[src/rtl/mem_arbiter86.sv]
// Arbitrates the board RAM between the micro86 CPU (stalled via cpu_ce) and fixed-length video bursts.
// Optional ARB_STATS_EN adds stall_cnt/burst_cnt statistics outputs.
module mem_arbiter86 #(
  parameter int AW      = 20,
  parameter int BURST   = 8,
  parameter int CPU_MIN = 4
) (
  input  logic          clock,
  input  logic          reset_n,
  input  logic [AW-1:0] cpu_a,
  input  logic [7:0]    cpu_o,
  input  logic          cpu_w,
  output logic          cpu_ce,
  input  logic          vid_req,
  input  logic [AW-1:0] vid_a,
  output logic          vid_ack,
  output logic          vid_valid,
  output logic [7:0]    vid_idx,
  output logic [AW-1:0] mem_a,
  output logic [7:0]    mem_d,
  output logic          mem_w
`ifdef ARB_STATS_EN
  ,
  output logic [15:0]   stall_cnt,
  output logic [15:0]   burst_cnt
`endif
);

  typedef enum logic [1:0] {ST_CPU, ST_SETUP, ST_BURST, ST_RESTORE} state_t;

  localparam logic [7:0] CPU_MIN_L = 8'(CPU_MIN);
  localparam logic [7:0] LAST_K    = 8'(BURST - 1);

  state_t        state, state_nxt;
  logic [7:0]    gap, gap_inc;
  logic [7:0]    k;
  logic [AW-1:0] base;
  logic          ce_q;

  // gap_inc counts the current CPU cycle too, so a continuous request yields exactly CPU_MIN granted cycles
  assign gap_inc = (gap == CPU_MIN_L) ? gap : gap + 8'd1;
  assign mem_d   = cpu_o;

  always_comb begin
    state_nxt = state;
    cpu_ce    = 1'b0;
    vid_ack   = 1'b0;
    mem_a     = cpu_a;
    mem_w     = 1'b0;
    case (state)
      ST_CPU: begin
        cpu_ce = 1'b1;
        mem_w  = cpu_w & ce_q;
        if (vid_req && (gap_inc == CPU_MIN_L)) state_nxt = ST_SETUP;
      end
      ST_SETUP: begin
        vid_ack   = 1'b1;
        mem_w     = cpu_w & ce_q;
        state_nxt = ST_BURST;
      end
      ST_BURST: begin
        mem_a = base + AW'(k);
        if (k == LAST_K) state_nxt = ST_RESTORE;
      end
      ST_RESTORE: state_nxt = ST_CPU;
      default:    state_nxt = ST_CPU;
    endcase
  end

  // ce_q resets low so a write strobe still held by the CPU is never replayed after reset
  always_ff @(posedge clock or negedge reset_n) begin
    if (!reset_n) begin
      state     <= ST_CPU;
      gap       <= 8'd0;
      k         <= 8'd0;
      base      <= '0;
      ce_q      <= 1'b0;
      vid_valid <= 1'b0;
      vid_idx   <= 8'd0;
    end else begin
      state     <= state_nxt;
      ce_q      <= cpu_ce;
      vid_valid <= (state == ST_BURST);
      vid_idx   <= (state == ST_BURST) ? k : 8'd0;
      case (state)
        ST_CPU:     gap <= gap_inc;
        ST_SETUP: begin
          base <= vid_a;
          k    <= 8'd0;
        end
        ST_BURST:   k <= k + 8'd1;
        ST_RESTORE: gap <= 8'd0;
        default:    gap <= 8'd0;
      endcase
    end
  end

`ifdef ARB_STATS_EN
  always_ff @(posedge clock or negedge reset_n) begin
    if (!reset_n) begin
      stall_cnt <= 16'd0;
      burst_cnt <= 16'd0;
    end else begin
      if (!cpu_ce && (stall_cnt != 16'hFFFF)) stall_cnt <= stall_cnt + 16'd1;
      if (state == ST_RESTORE) burst_cnt <= burst_cnt + 16'd1;
    end
  end
`endif

endmodule

[config.mk]
export PLATFORM = sky130hd
export DESIGN_NAME = mem_arbiter86
export DESIGN_NICKNAME = d
export VERILOG_FILES = /design/src/rtl/mem_arbiter86.sv
export SDC_FILE = /design/constraint.sdc
export NUM_CORES = 1
export LEC_CHECK = 0
export ABC_CLOCK_PERIOD_IN_PS = 5220
export CAP_MARGIN = 20
export CORE_UTILIZATION = 25
export CTS_CLUSTER_DIAMETER = 30
export DETAILED_ROUTE_END_ITERATION = 16
export SETUP_SLACK_MARGIN = 0.02
export SLEW_MARGIN = 20
export SYNTH_ARGS = -nofsm -noshare
export SYNTH_HDL_FRONTEND = slang
export SYNTH_SLANG_ARGS = --single-unit
[constraint.sdc]
create_clock -name clock -period 5.22 [get_ports clock]
set_input_delay 1.044 -clock clock [delete_from_list [all_inputs] [get_ports clock]]
set_output_delay 1.044 -clock clock [all_outputs]
set_load 0.02 [all_outputs]
# Word-level counts from Yosys, hierarchy flattened
# Cells that the tools add are included.
[classes]
addsub = 3
eq_ne = 8
muxes = 11
bitwise_logic = 1
reduce_logical = 6
[op_table]
columns = ["op", "count"]
rows = [
  ["$pmux W8 S2", 2],
  ["$eq A8 B3 Y1 const B", 3],
  ["$add A20 B8 Y20", 1],
  ["$mux W20", 1],
  ["$add A8 B1 Y8 const B", 2],
  ["$mux W8", 2],
  ["$pmux W2 S4", 1],
  ["$eq A2 B2 Y1 const B", 2],
  ["$mux W2", 2],
  ["$ne A2 B2 Y1 const B", 2],
  ["$reduce_bool A2 Y1", 2],
  ["$mux W1", 3],
  ["$eq A2 B1 Y1 const B", 1],
  ["$logic_not A2 Y1", 1],
  ["$reduce_and A2 Y1", 1],
  ["$reduce_or A2 Y1", 1],
  ["$and A1 B1 Y1", 1],
  ["$logic_and A1 B1 Y1", 1],
]
[totals]
register_bits = 48
output_inout_bits = 40
elab_cells = 36

# Longest topological paths before layout
[depth]
ltp_word = 6
mapped_depth = 9

# Least setup slack after synthesis
# OpenSTA, ideal clock, no wires.
[synth_timing]
path_kind = "register -> output"
start = "reg k[0]"
end = "out mem_a[12]"
arrival_ps = 2450
required_time_ps = 4176
slack_ps = 1726
stages_incl_launch_ff = 10
n_path_buf = 1
path_cell_list = "dfrtp_1 > ha_1 > inv_1 > fa_1 > and2b_1 > o2111ai_1 > and3_4 > buf_6 > or4_1 > a31oi_1"
[synth_via]
elab_chain_cells = 2
[synth_lines]
columns = ["element", "line_no", "rtl"]
rows = [
  ["from (decl)", "36", "logic [7:0] k;"],
  ["from (signal assigned)", "91", "ST_BURST: k <= k + 8'd1;"],
  ["$add A20 B8 Y20", "62", "mem_a = base + AW'(k);"],
  ["$mux W20", "50", "case (state)"],
  ["to (decl)", "19", "output logic [AW-1:0] mem_a,"],
]
# Every way passes these cells.

# Final worst setup path
[layout_timing]
start = "reg k[0]"
end = "out mem_a[14]"
# The elaborated chain is that of the path after synthesis.

==> flow_summary.rst <==
.. list-table::
   :header-rows: 1

   * - Metric
     - Value
   * - Worst VDD drop
     - about 0.23 mV
   * - Gate Count Post-Synth
     - 347
   * - Max-cap violations
     - 0
   * - Antenna violations before repair
     - 0
   * - Worst reg2reg startpoint
     - state[1]
   * - Startpoint kind of the worst setup timing path
     - flip-flop
   * - Endpoints failing setup
     - 0
   * - Critical Path AT
     - 3.23 ns
   * - Combined area of all synthesized cells
     - ~3200 µm²
   * - Share of synthesized flip-flops with an asynchronous set or reset
     - between 90% and 100%
   * - Resized cells post-CTS
     - 0
   * - Count of final hold-check violations
     - 0
   * - Avg Inst Size Synth
     - between 9 and 10 µm²
   * - DRC violation count after routing
     - 0
   * - Distinct cell type count of the synthesized netlist
     - between 50 and 60
   * - Critical Path Fanout Max
     - 12
   * - Die span in y
     - about 110 µm
   * - Fillcell total
     - 1269
   * - Max transition margin
     - around two fifths
   * - Clk slew on worst S/H paths
     - approximately 0.070 ns
   * - Top_reg_cell synth
     - dfrtp_1
   * - Static Leak
     - about 1.7 nW
   * - Cts bufs inserted
     - 5
   * - Number of DRC violations after detailed-routing iteration 0
     - 114
   * - CORE AREA
     - between 10000 and 15000 µm²
   * - Post-synthesis sequential area ratio
     - around 38%
   * - Sum of routed wire length over all layers
     - ~7600 µm
   * - Pre-CTS setup slack
     - between 1 and 1.5 ns
   * - Final-stage net count
     - 472
   * - Crit. End Element
     - output port
   * - Share of post-route cells with drive strength above 1
     - a little over a tenth
   * - Startpoint-to-endpoint class of the critical path
     - reg2out
   * - Worst Hold Endpoint
     - base[0]
   * - Global-route wire length before repair
     - roughly 12000 µm
   * - Worst-case clock buffer depth
     - 2
   * - Number of synthesized register bits
     - 48
   * - Warning count from the yosys run
     - 0
   * - Vias in the first global route
     - approximately 2600
   * - Minimum setup slack in the final design
     - ~0.94 ns
   * - Required time of the worst setup path
     - ~4.2 ns
   * - Total iterations of the first detailed-routing run
     - 4
   * - Synth top area share
     - 37.8%
   * - Slew of the pin with the lowest slew margin
     - approximately 0.90 ns
   * - Post-synth net total
     - 415
   * - Area growth from synthesis to layout
     - 31.1%
   * - Post-layout minimum cycle time
     - ~4.3 ns
   * - Average wire per cell in the routed design
     - approximately 13 µm
   * - Min-Delay Path Class
     - reg2reg
   * - Status
     - finished clean
   * - Count of buffers from port buffering
     - 75
   * - Inserted Diodes
     - 0
   * - Clock insertion delay at the later pin of the skew report
     - a little under 0.3 ns
   * - Postcts setup bufs
     - 0
   * - Starting density of the core
     - roughly 26%
   * - Largest net degree at the start of global routing
     - slightly below 50
   * - Number of synthesized flops with an enable pin
     - 0
   * - Total Routing Usage GR
     - 11.9%
   * - Vias after detailed routing
     - 2691
   * - Top post-synthesis cells by area
     - dfrtp_1 38%, mux2_2 8.2%, ha_1 5.9%
   * - Clock tree from TritonCTS
     - yes
   * - Floorplan die area
     - between 10000 and 15000 µm²
   * - I/O pin count
     - 92
   * - Hpwl dp
     - around 5700 µm
   * - Worst-case clock skew
     - between 0.008 and 0.009 ns
   * - Fin crit share
     - 81.9%
   * - Grt ovf
     - 0
   * - R2R Setup Slk
     - approximately 3 ns
   * - Master cell of the clock root buffer
     - clkbuf_16
   * - Startpoint of the lowest-slack hold path
     - base[0]
   * - Pwr per Cell Area
     - roughly 540 nW/µm²
   * - Endpoint of the worst register-to-register path
     - k[7]
   * - Number of sinks on the clock net
     - 48
   * - Die W
     - 115 µm
   * - Multi-input gate area in the final layout
     - ~1800 µm²
   * - Depth of the worst hold-timing path
     - 1
   * - Number of buffers inserted by hold repair at cts
     - 0
   * - Flip-flop and latch area
     - about 1200 µm²
   * - Remaining antenna violation count after routing
     - 0
   * - H-Tree Depth
     - 2
   * - Mean number of vias per cell
     - around 4.7
   * - Hold Worst Slack
     - just over 0.5 ns
   * - Total Negative Setup Slacks
     - 0 ns
   * - Worst r2r path cells
     - 7
   * - Maximum frequency from static timing analysis
     - 0.234 GHz
   * - GPL Wtd Cong
     - 0.792
   * - Max-slew violation count
     - 0
   * - Num rows
     - 40
   * - Unrepaired setup endpoints after global routing
     - no
   * - Cell taking the most area after synthesis
     - dfrtp_1
[cell type report]
| type | instances | share of cell area [%] |
|---|---|---|
| inverters | 18 | 1.62 |
| clock inverters | 3 | 1.02 |
| well taps | 168 | 5.05 |
| multi-input cells | 254 | 42.1 |
| repair buffers | 77 | 18.3 |
| clock buffers | 5 | 3.01 |
| flip-flops and latches | 48 | 28.9 |
[worst max-delay path, cell delays in order (launching register included)]
cell             delay (ns)
dfrtp_1                0.40
ha_1                   0.18
inv_1                  0.05
fa_1                   0.40
and2b_1                0.24
o2111ai_1              0.15
and3_4                 0.24
or4b_1                 0.48
a31oi_1                0.18
clkdlybuf4s50_1        0.62
[registers in the layout, indices dropped and copies added (netlist names)]
signal     flops
vid_valid      1
vid_idx        8
state          2
gap            8
k              8
base          20
ce_q           1
[stage by stage]
step | instance area, µm² | power, mW | utilization [%] | std cells
CTS | 4160 | 2.28 | 34.1 | 573
detailed placement | 4000 | 1.90 | 32.7 | 565
global route | 4160 | 2.43 | 34.1 | 573
global placement | 3990 | 1.88 | 32.7 | 565
floorplan | 3170 | 1.49 | - | 347
finish | 4160 | 2.25 | 34.1 | 573
[power breakdown]
group / leakage, nW / internal [mW] / switching (mW) / total, mW
Clock: 0.0798 / 0.225 / 0.140 / 0.365
Sequential: 0.606 / 0.504 / 0.153 / 0.657
Combinational: 1.00 / 0.575 / 0.655 / 1.23
[logic make-up (layout without fill, tap and decap cells)]
kind of cell,count (synthesis),after routing,synth area share (%)
compound gates,76,76,16.0
xor+xnor,9,9,2.48
fa+ha+maj,16,16,6.54
buf+inv,45,103,6.94
flops,48,48,37.8
mux,25,25,8.79
simple gates,128,128,21.4
[Yosys cell counts, types with 3 or more instances]
library cell	n
xnor2_1	7
nand2b_1	3
a31oi_1	13
inv_1	18
nor2_1	34
clkbuf_1	13
nor2b_1	3
a21o_1	4
and2_1	4
buf_4	9
and3_1	6
o21a_1	4
dfrtp_1	48
nand4_1	5
ha_1	15
o31ai_1	10
o22ai_1	3
mux2_2	23
nor3_1	6
o21ai_0	20
nand3_1	16
or4_1	10
nand2_1	27
a21oi_1	8
[routing by layer]
| metal | share of wire [%] | vias to the layer above | routed length [µm] | global-route usage, % |
|---|---|---|---|---|
| met2 | 46 | 65 | 3500 | 20.2 |
| met4 | 0.84 | 0 | 64 | 3.03 |
| met1 | 49 | 1257 | 3720 | 15.3 |
| li1 | - | 1361 | - | - |
| met5 | 0 | - | 0 | 0 |
| met3 | 4.7 | 8 | 360 | 2.59 |
[how the worst max path moves through the flow]
stage,from,end,slack [ns],cells after the start
final,k[0],mem_a[14],0.94,9
after global routing,k[0],mem_a[14],0.80,9
after CTS,k[0],mem_a[14],0.95,9
after detailed placement,k[0],mem_a[14],1.27,9
after global placement,k[0],mem_a[14],1.30,9
after floorplan,k[0],mem_a[12],1.73,9
[layout by cell type, fill, tap and decap left out, types with 2 or more instances in the layout]
cell type | synthesis | routed
xnor2_1 | 7 | 7
xor2_1 | 2 | 2
nor2_1 | 34 | 34
clkbuf_16 | 0 | 5
a21o_1 | 4 | 4
ha_1 | 15 | 15
a311oi_1 | 2 | 2
o21ai_0 | 20 | 20
o21a_1 | 4 | 4
nand3_1 | 16 | 16
inv_1 | 18 | 18
a21oi_1 | 8 | 8
nand4_1 | 5 | 5
mux2i_1 | 2 | 2
clkdlybuf4s50_1 | 0 | 74
dfrtp_1 | 48 | 48
and2b_1 | 2 | 2
o31ai_1 | 10 | 10
nor2b_1 | 3 | 3
nor3_1 | 6 | 6
or4_1 | 10 | 10
mux2_2 | 23 | 23
and3_1 | 6 | 6
and2_1 | 4 | 4
or3_1 | 2 | 2
a31oi_1 | 13 | 13
buf_4 | 9 | 3
o22ai_1 | 3 | 3
nand2_1 | 27 | 27
nand2b_1 | 3 | 3
Note: power is estimated with default switching activity, not from simulation.
